**config.mk**
```make
export PLATFORM = sky130hd
export DESIGN_NAME = fifo_get_drain
export DESIGN_NICKNAME = d
export VERILOG_FILES = /design/src/rtl/fifo_get_drain.sv
export SDC_FILE = /design/constraint.sdc
export NUM_CORES = 1
export LEC_CHECK = 0
export ABC_AREA = 1
export CAP_MARGIN = 20
export CELL_PAD_IN_SITES_DETAIL_PLACEMENT = 2
export CELL_PAD_IN_SITES_GLOBAL_PLACEMENT = 2
export CORE_ASPECT_RATIO = 1.4
export CORE_MARGIN = 2
export CORE_UTILIZATION = 35
export DETAILED_ROUTE_END_ITERATION = 6
export PLACE_DENSITY = 0.82
export SETUP_SLACK_MARGIN = 0.15
export SLEW_MARGIN = 20
export SYNTH_ARGS = -nofsm -noshare
export SYNTH_HDL_FRONTEND = slang
export SYNTH_SLANG_ARGS = --single-unit
```
**constraint.sdc**
```tcl
create_clock -name clk_get -period 4.92 [get_ports clk_get]
set_clock_uncertainty 0.2 [all_clocks]
set_input_delay 0.492 -clock clk_get [delete_from_list [all_inputs] [get_ports clk_get]]
set_output_delay 0.492 -clock clk_get [all_outputs]
set_load 0.005 [all_outputs]
```
**src/rtl/fifo_get_drain.sv**
```systemverilog
// Get-side drain stage: fetches words from the token-ring FIFO into a small
// circular buffer and presents them downstream on a valid/ready stream.
module fifo_get_drain #(
    parameter int N_BITS = 32,
    parameter int DEPTH  = 4,
    parameter int CNT_W  = 16
) (
    input  logic              clk_get,
    input  logic              reset,
    input  logic              enable,
    input  logic              flush,
    input  logic              empty_in,
    input  logic [N_BITS-1:0] data_get,
    output logic              req_get,
    output logic              out_valid,
    input  logic              out_ready,
    output logic [N_BITS-1:0] out_data,
    output logic [CNT_W-1:0]  word_cnt,
    output logic              busy
);

    // state    | meaning
    // ST_IDLE  | no fetching; buffered words still deliverable
    // ST_RUN   | fetching from the FIFO while space allows
    // ST_FLUSH | no fetching, head hidden, waiting for in-flight word to drop

    localparam int PTR_W = $clog2(DEPTH);
    localparam int OCC_W = PTR_W + 1;
    localparam logic [OCC_W:0] FULL_LVL = (OCC_W + 1)'(DEPTH);

    typedef enum logic [1:0] {
        ST_IDLE,
        ST_RUN,
        ST_FLUSH
    } state_t;

    state_t             state;
    state_t             state_nxt;
    logic               inflight;
    logic [N_BITS-1:0]  mem [DEPTH];
    logic [PTR_W-1:0]   rd_ptr;
    logic [PTR_W-1:0]   wr_ptr;
    logic [OCC_W-1:0]   occ;
    logic [OCC_W:0]     occ_pend;
    logic               push;
    logic               pop;

    // Reserve a slot for the in-flight word so the buffer cannot overflow.
    assign occ_pend  = {1'b0, occ} + {{OCC_W{1'b0}}, inflight};
    assign req_get   = (state == ST_RUN) && !empty_in && (occ_pend < FULL_LVL);
    assign out_valid = (occ != '0) && (state != ST_FLUSH);
    assign out_data  = mem[rd_ptr];
    assign busy      = (state != ST_IDLE) || inflight;
    assign push      = inflight && (state != ST_FLUSH);
    assign pop       = out_valid && out_ready;

    always_comb begin
        state_nxt = state;
        if (flush) begin
            state_nxt = ST_FLUSH;
        end else begin
            case (state)
                ST_IDLE:  if (enable)    state_nxt = ST_RUN;
                ST_RUN:   if (!enable)   state_nxt = ST_IDLE;
                ST_FLUSH: if (!inflight) state_nxt = ST_IDLE;
                default:                 state_nxt = ST_IDLE;
            endcase
        end
    end

    always_ff @(posedge clk_get) begin
        if (reset) begin
            state    <= ST_IDLE;
            inflight <= 1'b0;
            rd_ptr   <= '0;
            wr_ptr   <= '0;
            occ      <= '0;
            word_cnt <= '0;
            for (int i = 0; i < DEPTH; i++) begin
                mem[i] <= '0;
            end
        end else begin
            state    <= state_nxt;
            inflight <= req_get;
            if (pop) begin
                word_cnt <= word_cnt + CNT_W'(1);
            end
            // Holding the buffer empty for the whole flush leaves it cleared on exit.
            if (state == ST_FLUSH) begin
                rd_ptr <= '0;
                wr_ptr <= '0;
                occ    <= '0;
            end else begin
                if (push) begin
                    mem[wr_ptr] <= data_get;
                    wr_ptr      <= wr_ptr + PTR_W'(1);
                end
                if (pop) begin
                    rd_ptr <= rd_ptr + PTR_W'(1);
                end
                if (push && !pop) begin
                    occ <= occ + OCC_W'(1);
                end else if (pop && !push) begin
                    occ <= occ - OCC_W'(1);
                end
            end
        end
    end

endmodule

```
==> impl_metrics.ini <==
[outcome]
status = finished clean

[placement]
gp_congestion = 0.7534
place_area_sq_um = 7916
hpwl_um = 13110
pre_cts_ws_ns = 1.123
port_buffers = 88

[synth]
yosysTopAreaCell = edfxtp_1
synth_xor_area_frac = 0.001276
synth.avg_cell_area_sq_um = 9.962
synth_nets = 730
synth_edf_count = 128
synth_fa_ha_area_frac = 0.006562
yosys_warnings = 0
ys_seq_elements = 156
synth_compound_gate_area_share = 0.09442
synth_top_family_by_area = simple AND/OR/NAND/NOR gates
yosys.area.top_type_share = 0.5600
synthCells = 689
synth_commonest_cells = nor2_1, edfxtp_1, o21ai_0, inv_1, nand2_1
yosys.area_share.simple = 0.1907
synthDistinctLibCells = 29
async_flop_share = 0
yosysSeqAreaShare = 0.6416
synthMuxAreaShare = 0
ys.flop_type = edfxtp_1
synth.most_common_cell = nor2_1
synth.area.top_cells = edfxtp_1, nor2_1, dfxtp_1, o21ai_0, inv_1
syn_area_sq_um = 6864

[clock_network]
cts_made_buffers = 17
post_cts_buffers = 0
cts_resized = 0
cts_hold_buf = 0
clkLatencyLatePin_ns = 0.44
cts.reportedPaths.clkPinSlew_ns = 0.07
cts_tree = built
htree_levels = 4
cts.path.max_buffers = 2
numClockSinks = 156
cts-root-buf = clkbuf_16

[sta]
fmax_ghz = 0.2733
fin_ws_ns = 1.261
relSlewSlack = 0.2991
setup_viol = 0
tightest_slew_ns = 1.050
fin_crit_ns = 3.659
fin_crit_sh = 0.7437
grt_setup_unrepaired = no
final_max_slew_viol_count = 0
hold_viol = 0
setup_tns_ns = 0

[drt]
vias = 5280
ant_nets = 0
first_pass_iters = 5
finalWirelength_um = 20640
drc = 0
vias_per_cell = 5.146
wire_per_inst_um = 20.12
drt_iter0_drc = 275

[critical_path]
r2r-start = state[0]
worstSetupPathType = register to primary output
worst-endpoint-required_ns = 4.23
slowest_delay_ns = 0.81
crit_chain = buf_4 -> inv_1 -> o21ai_0 -> o22ai_1 -> clkdlybuf4s50_1
arrival_ns = 2.97
cp-start-kind = register
cp-end-kind = primary output
cpMaxStageDelayCell = inv_1
crit_fanout = 33

[floorplanning]
io_pins = 89
die_area_sq_um = 20760
row_count = 60
die_y_um = 169.7
initial_core_util = 0.3572
core_sq_um = 19220
die_w_um = 122.4

[cells_and_area]
layout-drive-gt1-share = 0.07969
areaGrowthSynthToFinish_pct = 23.84
nets = 806
num_antenna_cells = 0
final_cell_area_sq_um = 8501

[power_and_ir_drop]
p_leak_nw = 3.181
ir_drop_uv = 206.6
power_density_nw_per_um2 = 348.3
power.total_mw = 2.960

[global_route]
grt_overflow = 0
grt_pass1_wl_um = 32370
grt_pass1_vias = 6010
grt_max_degree = 66
antenna_found_initial = 0
gr-usage-all-layers = 0.2098

[hold_path]
min_path_type = register to register
min-delay-start = state[1]

[flow_run]
timing.max_cap.violations = 0
-- path summary, 6_finish.rpt --
kind / slack (ns) / endpoint / cells after the start
hold / removal: 0.28 / state[0] / 1
setup / recovery: 1.26 / out_data[29] / 5
setup reg to reg: 2.14 / mem[0][8] / 6
hold reg to reg: 0.28 / state[0] / 1
-- cells in the final DEF, fill, tap and decap left out, drive strengths merged, types with 2 or more instances in the layout --
cell	count
nor2	198
clkinv	6
a21oi	16
clkbuf	17
buf	6
clkdlybuf4s50	88
dfxtp	28
inv	69
nand3	21
o21ai	72
nand2	53
ha	2
o22ai	32
edfxtp	128
clkinvlp	3
nor3	34
-- layer usage --
metal	vias to the layer above	routed length, um	GRT usage
met4	0	466	0.08896
met1	2655	7686	0.2204
met5	-	0	0
met3	26	715	0.04066
met2	116	11770	0.3983
li1	2483	-	-
-- kinds of logic (layout without fill, tap and decap cells) --
group           Yosys count  after routing
compound gates          121            121
fa+ha+maj                 3              3
xor+xnor                  1              1
simple gates            307            307
flops                   156            156
buf+inv                 101            190
-- critical path: cells and delay by family, from the launching register on --
kind,cells,cell delay (ns)
DFF,1,0.30
buffers and inverters,3,1.61
AOI/OAI and AO/OA,2,0.60
-- flip-flops by register name, indices dropped and copies added, names as in the netlist, named ones only --
| signal | cells |
|---|---|
| rd_ptr | 2 |
| occ | 3 |
| word_cnt | 16 |
| state | 2 |
| mem | 128 |
| inflight | 1 |
| wr_ptr | 2 |
-- stage by stage --
stage	std cells	hold slack, ns	utilization
after floorplan	689	0.2245	-
after global placement	993	0.2440	0.4119
after detailed placement	993	0.2615	0.4119
after CTS	1025	0.2760	0.4413
after global routing	1026	0.2844	0.4423
final	1026	0.2751	0.4423
-- power by group --
| group | internal (mW) | switching (mW) |
|---|---|---|
| Clock | 0.705 | 0.586 |
| Combinational | 0.0818 | 0.110 |
| Sequential | 1.46 | 0.0148 |
-- layout make-up --
cell class	count	area [sq um]
Multi-Input combinational cell	432	2041
Inverter	64	241.5
Clock inverter	15	138.9
Tap cell	248	310.3
Timing Repair Buffer	94	938.4
Sequential cell	156	4405
Clock buffer	17	425.4
Fill cell	2098	10720
Power figures use the tool's default switching activity.
